### src/rtl/flit_inject_arbiter.sv
// Purpose: wormhole round-robin arbiter sharing one router injection port among N_PORTS flit generators.
// Latency: 1 cycle from accept (write_req_ack) to out_valid; sustains 1 flit/cycle.
// Backpressure: the one-entry output register accepts only when empty or draining; held requests stall.
// Optional build macro INJ_ARB_STATS_EN adds pkt_count and stall_count outputs.
module flit_inject_arbiter #(
    parameter int N_PORTS = 4,
    parameter int FLIT_W  = 64
) (
    input  logic                        clk,
    input  logic                        reset,
    input  logic [N_PORTS*FLIT_W-1:0]   in_flit,
    input  logic [N_PORTS-1:0]          write_req,
    output logic [N_PORTS-1:0]          write_req_ack,
    output logic [FLIT_W-1:0]           out_flit,
    output logic                        out_valid,
    input  logic                        out_ready,
    output logic                        busy,
    output logic [$clog2(N_PORTS)-1:0]  owner
`ifdef INJ_ARB_STATS_EN
    ,
    output logic [31:0]                 pkt_count,
    output logic [31:0]                 stall_count
`endif
);

    localparam int PW = $clog2(N_PORTS);

    localparam logic [1:0] T_HEAD = 2'b11;
    localparam logic [1:0] T_BODY = 2'b01;
    localparam logic [1:0] T_TAIL = 2'b10;

    typedef enum logic {
        S_IDLE   = 1'b0,
        S_LOCKED = 1'b1
    } state_t;

    state_t              r_state;
    logic [PW-1:0]       r_rr_ptr;
    logic [PW-1:0]       r_owner;
    logic                r_busy;
    logic [FLIT_W-1:0]   r_out_flit;
    logic                r_out_valid;

    logic [FLIT_W-1:0]   w_flit [N_PORTS];
    logic [1:0]          w_type [N_PORTS];
    logic [N_PORTS-1:0]  w_eligible;
    logic                w_slot_free;
    logic                w_win_vld;
    logic [PW-1:0]       w_win_idx;
    logic                w_own_ok;
    logic                w_acc_vld;
    logic [PW-1:0]       w_acc_idx;
    logic [N_PORTS-1:0]  w_ack;
    logic [FLIT_W-1:0]   w_acc_flit;
    logic                w_tail_acc;
    logic [PW-1:0]       w_rr_next;

    // Unpack per-port flits and decode their type fields
    for (genvar g = 0; g < N_PORTS; g++) begin : g_port
        assign w_flit[g]     = in_flit[g*FLIT_W +: FLIT_W];
        assign w_type[g]     = w_flit[g][FLIT_W-1 -: 2];
        assign w_eligible[g] = write_req[g] & (w_type[g] == T_HEAD);
    end

    assign w_slot_free = !r_out_valid | out_ready;

    // Round-robin search: first head request at or after r_rr_ptr, wrapping
    always_comb begin
        int idx;
        idx       = 0;
        w_win_vld = 1'b0;
        w_win_idx = '0;
        for (int k = 0; k < N_PORTS; k++) begin
            idx = int'(r_rr_ptr) + k;
            if (idx >= N_PORTS) begin
                idx = idx - N_PORTS;
            end
            if (!w_win_vld && w_eligible[idx]) begin
                w_win_vld = 1'b1;
                w_win_idx = PW'(idx);
            end
        end
    end

    // While locked only body/tail from the owner may pass; a repeated head is refused
    assign w_own_ok = write_req[r_owner] &
                      ((w_type[r_owner] == T_BODY) || (w_type[r_owner] == T_TAIL));

    // Accept decision; acks are suppressed while reset is asserted
    always_comb begin
        w_acc_vld = 1'b0;
        w_acc_idx = '0;
        w_ack     = '0;
        if (!reset && w_slot_free) begin
            if (r_state == S_IDLE) begin
                if (w_win_vld) begin
                    w_acc_vld = 1'b1;
                    w_acc_idx = w_win_idx;
                end
            end else if (w_own_ok) begin
                w_acc_vld = 1'b1;
                w_acc_idx = r_owner;
            end
        end
        if (w_acc_vld) begin
            w_ack[w_acc_idx] = 1'b1;
        end
    end

    assign w_acc_flit = w_flit[w_acc_idx];
    assign w_tail_acc = w_acc_vld && (r_state == S_LOCKED) && (w_type[r_owner] == T_TAIL);
    assign w_rr_next  = (r_owner == PW'(N_PORTS-1)) ? '0 : r_owner + PW'(1);

    // One-entry output register: load on accept, drain when the router takes it
    always_ff @(posedge clk or posedge reset) begin
        if (reset) begin
            r_out_flit  <= '0;
            r_out_valid <= 1'b0;
        end else if (w_acc_vld) begin
            r_out_flit  <= w_acc_flit;
            r_out_valid <= 1'b1;
        end else if (out_ready) begin
            r_out_valid <= 1'b0;
        end
    end

    // Packet lock FSM: head locks the port, tail releases it and advances the pointer
    always_ff @(posedge clk or posedge reset) begin
        if (reset) begin
            r_state  <= S_IDLE;
            r_busy   <= 1'b0;
            r_owner  <= '0;
            r_rr_ptr <= '0;
        end else begin
            case (r_state)
                S_IDLE: begin
                    if (w_acc_vld) begin
                        r_owner <= w_acc_idx;
                        r_state <= S_LOCKED;
                        r_busy  <= 1'b1;
                    end
                end
                S_LOCKED: begin
                    if (w_tail_acc) begin
                        r_state  <= S_IDLE;
                        r_busy   <= 1'b0;
                        r_rr_ptr <= w_rr_next;
                    end
                end
                default: begin
                    r_state <= S_IDLE;
                    r_busy  <= 1'b0;
                end
            endcase
        end
    end

`ifdef INJ_ARB_STATS_EN
    logic [31:0] r_pkt_count;
    logic [31:0] r_stall_count;

    // Completed-packet and output-stall counters, both free-running and wrapping
    always_ff @(posedge clk or posedge reset) begin
        if (reset) begin
            r_pkt_count   <= '0;
            r_stall_count <= '0;
        end else begin
            if (w_tail_acc) begin
                r_pkt_count <= r_pkt_count + 32'd1;
            end
            if (r_out_valid && !out_ready) begin
                r_stall_count <= r_stall_count + 32'd1;
            end
        end
    end

    assign pkt_count   = r_pkt_count;
    assign stall_count = r_stall_count;
`endif

    assign write_req_ack = w_ack;
    assign out_flit      = r_out_flit;
    assign out_valid     = r_out_valid;
    assign busy          = r_busy;
    assign owner         = r_owner;

endmodule

### config.mk
export PLATFORM = sky130hd
export DESIGN_NAME = flit_inject_arbiter
export DESIGN_NICKNAME = d
export VERILOG_FILES = /design/src/rtl/flit_inject_arbiter.sv
export SDC_FILE = /design/constraint.sdc
export NUM_CORES = 1
export LEC_CHECK = 0
export BUFFER_PORTS_ARGS = -buffer_cell sky130_fd_sc_hd__buf_2
export CELL_PAD_IN_SITES_DETAIL_PLACEMENT = 1
export CELL_PAD_IN_SITES_GLOBAL_PLACEMENT = 2
export CORE_ASPECT_RATIO = 2
export CORE_MARGIN = 10
export CORE_UTILIZATION = 20
export CTS_CLUSTER_SIZE = 30
export DETAILED_ROUTE_END_ITERATION = 8
export GPL_ROUTABILITY_DRIVEN = 0
export PLACE_DENSITY_LB_ADDON = 0.1
export SLEW_MARGIN = 20
export SYNTH_ARGS = -nofsm -noshare
export SYNTH_HDL_FRONTEND = slang
export SYNTH_SLANG_ARGS = --single-unit
### constraint.sdc
create_clock -name clk -period 3.75 [get_ports clk]
set_clock_uncertainty 0.1 [all_clocks]
set_input_delay 0.75 -clock clk [delete_from_list [all_inputs] [get_ports clk]]
set_output_delay 0.75 -clock clk [all_outputs]
set_load 0.1 [all_outputs]
Yosys cells after proc, flatten, opt, wreduce, memory -nomap -nowiden
Cells that the tools add are included.

Reduce and logical (&&, ||, !) cells: 17. $mul: 0. Mux-type cells: 52. Magnitude comparators: 13. Equality and inequality tests: 9. Divide/modulo/power cells: 0. Bitwise operators: 9. Add/subtract/negate cells: 8. Shifts and indexed selects: 0.

Operators by type and width (count): $bmux 64 s2 (1); $lt 32x4->1 const B (4); $mux 32 (4); $mux 64 (2); $mux 1 (24); $mux 2 (11); $ge 3x3->1 const B (5); $eq 2x2->1 const B (6); $sub 3x3->4 const B (3); $bmux 1 s2 (5); $logic_and 1x1->1 (7); $add 2x2->3 const B (2); $lt 2x3->1 const B (2); $not 2->3 (2); $reduce_and 2->1 (3); $and 1x1->1 (5); $logic_not 1->1 (5); $bmux 2 s2 (1); $mux 4 (1); $pmux 1 s2 (2); $sub 2x3->4 const B (1); $add 2x1->3 const B (1); $ge 2x3->1 const B (1); $add 2x1->2 const B (1); other kinds (9) (9).

RAM bits: 0. Output and inout bits: 72. Register bits after elaboration: 71. Word-level logic and storage cells: 114. Memories kept: 0. Memory bits (read-only): 0. Latch bits: 0. Input bits: 263.

Longest topological paths before layout
Word-level depth: 23. Depth in mapped cells: 13. Mapped depth without buffers: 9.

Worst setup path after synthesis
No wires, ideal clock.

Path kind: reg2out. From: register r_owner[0] (netlist: owner[0]). To: output write_req_ack[2]. Data arrival time: 4379 ps. Stages on the path, launching flop included: 12. Buffers on the path: 3. Path slack: -1479 ps. Data required time: 2900 ps. Cell sequence: dfrtp_1 -> buf_6 -> mux4_2 -> inv_1 -> ha_1 -> nand2b_1 -> a2111oi_4 -> nand2_1 -> and2_1 -> clkbuf_1 -> clkbuf_1 -> nor2_1.

Cells in the longest elaborated chain, start to end: 15. Elaborated cells between the ends (all ways): 22. Classes of those cells: order compare (2); eq/ne (2); mux (14); bitwise (2); reduce/logical (2).

RTL lines: start: declaration (line 39) `logic [PW-1:0] r_owner;`; start signal: assignment (line 138) `r_owner <= w_acc_idx;`; $not 2->3 (not written as such) (line 87) `((w_type[r_owner] == T_BODY) || (w_type[r_owner] == T_TAIL));`; $bmux 2 s2 (line 87); $mux 2 (not written as such) (2 in series) (line 87); $eq 2x1->1 or $eq 2x2->1 (tied branches) (line 87); $logic_or 1x1->1 (line 87); $and 1x1->1 (line 86) `assign w_own_ok = write_req[r_owner] &`; $mux 2 (line 100) `end else if (w_own_ok) begin`; $mux 2 (line 95) `if (r_state == S_IDLE) begin`; $mux 2 (line 94) `if (!reset && w_slot_free) begin`; $lt 2x3->1 (not written as such) or $ge 2x1->1 (tied branches) (line 106) `w_ack[w_acc_idx] = 1'b1;`; $logic_and 1x1->1 (not written as such) (line 106); $mux 1 (not written as such) (line 106); $demux 1 s2 (line 106); $mux 4 * (line 105) `if (w_acc_vld) begin`; end: declaration (line 13) `output logic [N_PORTS-1:0] write_req_ack,`.

Mark *: on every way between the ends. The rest lies on a longest branch, timed or not. The select of a mux whose other input is x is not followed.

Final worst setup path
From: input in_flit[254]. To: output write_req_ack[3].

Cells in the longest elaborated chain, start to end: 23. Elaborated cells between the ends (all ways): 49. Classes of those cells: order compare (2); eq/ne (3); mux (34); bitwise (2); reduce/logical (8).

RTL lines: start: declaration (line 11) `input logic [N_PORTS*FLIT_W-1:0] in_flit,`; $eq 2x2->1 (line 62) `assign w_eligible[g] = write_req[g] & (w_type[g] == T_HEAD);`; $and 1x1->1 (line 62); $bmux 1 s2 (line 78) `if (!w_win_vld && w_eligible[idx]) begin`; $mux 1 (not written as such) (2 in series) (line 78); $mux 1 (line 78); $logic_not 1->1 (line 78); $logic_and 1x1->1 (line 78); $mux 1 (line 78); (+6 left out); $mux 2 (line 96) `if (w_win_vld) begin`; $mux 2 (line 95); $mux 2 (line 94); $lt 2x3->1 (not written as such) or $ge 2x1->1 (tied branches) (line 106); $logic_and 1x1->1 (not written as such) (line 106); $mux 1 (not written as such) (line 106); $demux 1 s2 (line 106); $mux 4 * (line 105).

Marks and branches as above.

==> run metrics <==
global-route wire length before repair 35.2 mm; Die W 127 µm; slowest stage delay, CP 0.45 ns; drt wl/cell 22.7 µm; Critical Path Sink Type primary output; drt pass-1 iters 4; post-synthesis cell count 431; Critical Path RT 2.90 ns; Slowest cell on crit path mux4_2; status finished, final reports clean; synth unique cells 38; Max FO, Critical Path 4; fin crit share 97.3%; # placed instances 1035; Layout fillers 2696; core area 22600 µm²; share of layout cells above drive strength 1 52.2%; drt drc 0; Clock transition at path regs roughly 0.05 ns; Starting Density 20.3%; max-slew violations 0; Clock Root Buffer clkbuf_16; Post-synth ARST share 100%; H-tree levels 3; Area Growth Syn to Fin 53.6%; number of register bits inferred by synthesis 71; Final Hold Vio Count 0; Post-Synth XOR/XNOR Area 0%; Finished Layout Cells roughly 1100; largest net degree at the start of global routing 51; placed cell area 6760 µm²; Final Setup Violations 0; Synth Area in Compound Gates 16.7%; CTS buffer count 9; Setup CP Type in -> out; R2R depth 11; mux cell area share after synthesis 29.6%; DP Wirelength 20.4 mm; post-synthesis simple-gate area fraction 9.52%; fmax 0.274 GHz; Max-slew headroom 48.5%; Ys Warns 0; Lkg Pwr around 3.7 nW; ANT nets after route 0; worst-path cell chain buf_2 -> mux4_2 -> inv_1 -> ha_1 -> nand2b_4 -> a2111oi_4 -> a22o_1 -> o21a_4 -> and2_4 -> buf_12; main combinational cell family by area after synthesis multiplexers; multi-input logic area between 2000 and 3000 µm²; initial antenna violation count 1; Avg Cell Area, Syn ~11 µm²; Least-Margin Pin Slew 0.772 ns; Initial DRC Count 103; Skew-Pair Late Insertion Delay 0.34 ns; Total Power around 0.0085 W; row cnt 78; final instance area 7050 µm²; Overflow after GRT 0; Tot GR Track Use 15.4%; Ports 335; Max Cap Viol 0; post-cts repair resize count 0; routed via count 4942; hold depth 2; mapped cell area 4590 µm²; Fin Setup TNS 0 ns; Main synth FF type dfrtp_1; sequential-to-total area share from yosys stat around two fifths; Peak VDD IR 753 µV; clk buf depth 2; hold crit path type reg -> reg; crit path DAT 2.80 ns; DIE HEIGHT around 230 µm; DR vias/cell 4.69; commonest non-fill, non-tap cell in the layout buf_2; Sink Count 71; DIE AREA 29800 µm²; count of input and output buffers 334; number of synthesized flops with an enable pin 0; final wirelength 23.9 mm; PD cells 1200 nW/µm²; register area 1780 µm²; hold_buf cts 0; Synth Area in Adders 0.546%; hold_ws 0.376 ns; Min Clock Period, post-route 3.65 ns; layout net count 1032; CTS tree built; Synth Net Count 696; number of global-route vias before repair 5875; RSZ-0062 raised after global routing no; startpoint types input port; most frequent cells in the layout buf_2 (330), mux2i_1 (130), dfrtp_1 (69)
-- Yosys cell counts (all sizes together) (4+ instances only) --
master  instances  share of area [%]
nand3           7               0.76
mux2i         130                 28
inv             4               0.33
nand2          58                4.7
buf            24                3.5
o221ai         50                9.5
o21ai           4               0.44
clkbuf         13                1.1
a221oi         14                3.8
dfrtp          71                 39
nor2           18                1.5
and2            5               0.68
-- logic make-up after synthesis --
| group | after synthesis |
|---|---|
| AO/OA/AOI/OAI | 83 |
| adder cells (fa/ha/maj) | 2 |
| buffers and inverters | 41 |
| flip-flops | 71 |
| multiplexers | 133 |
| AND/OR/NAND/NOR | 101 |
-- power by group --
group          internal [W]  switching (W)  total, W
sequential          0.00118       0.000232   0.00141
combinational       0.00160        0.00465   0.00625
clock              0.000480       0.000335  0.000814
-- cell type report --
cell class,instances,share of cell area [%]
multi-input combinational,319,37.3
sequential,71,25.3
clock inverter,4,0.284
antenna,1,0.0355
tap,280,4.97
timing repair buffer,362,28.3
inverter,4,0.231
clock buffer,12,3.64
-- through the flow --
stage	setup slack [ns]	util [%]
5_1_grt	0.0220	31.1
6_report	0.100	31.1
2_1_floorplan	-0.215	-
4_1_cts	0.00240	31.1
3_3_place_gp	0.00191	29.9
3_5_place_dp	0.00308	29.9
-- layer usage --
| layer | GRT usage, % | wire length, µm | vias to the layer above |
|---|---|---|---|
| li1 | - | - | 2324 |
| met1 | 13.1 | 7340 | 2435 |
| met2 | 32.8 | 14900 | 173 |
| met3 | 4.14 | 1450 | 10 |
| met4 | 4.11 | 227 | 0 |
| met5 | 0 | 0 | - |
-- registers in the layout, summed over array words and instances (netlist names) --
signal     cells
out_valid      1
r_rr_ptr       2
owner          2
r_state        1
out_flit      64
busy           1
-- worst paths after layout --
check | from | to | slack (ns)
max | in_flit[254] | write_req_ack[3] | 0.10
min | out_flit[27] | out_flit[27] | 0.38
max reg2reg | owner[0] | out_flit[26] | 0.58
min reg2reg | out_flit[27] | out_flit[27] | 0.38
max in group asynchronous | reset | out_flit[38] | 2.32
min in group asynchronous | reset | r_rr_ptr[0] | 0.46
-- critical path, delay by kind of cell --
family          cells  cell delay [ns]
compound gates      3             0.69
mux                 1             0.45
buf+inv             3             0.35
simple gates        2             0.32
fa+ha+maj           1             0.23
-- timing repair --
| action | 4_1_cts | 5_1_grt |
|---|---|---|
| setup endpoints to repair | 4 | 4 |
| buffers inserted | 1 | 0 |
| pin swaps | 0 | 1 |
Power figures use the tool's default switching activity.
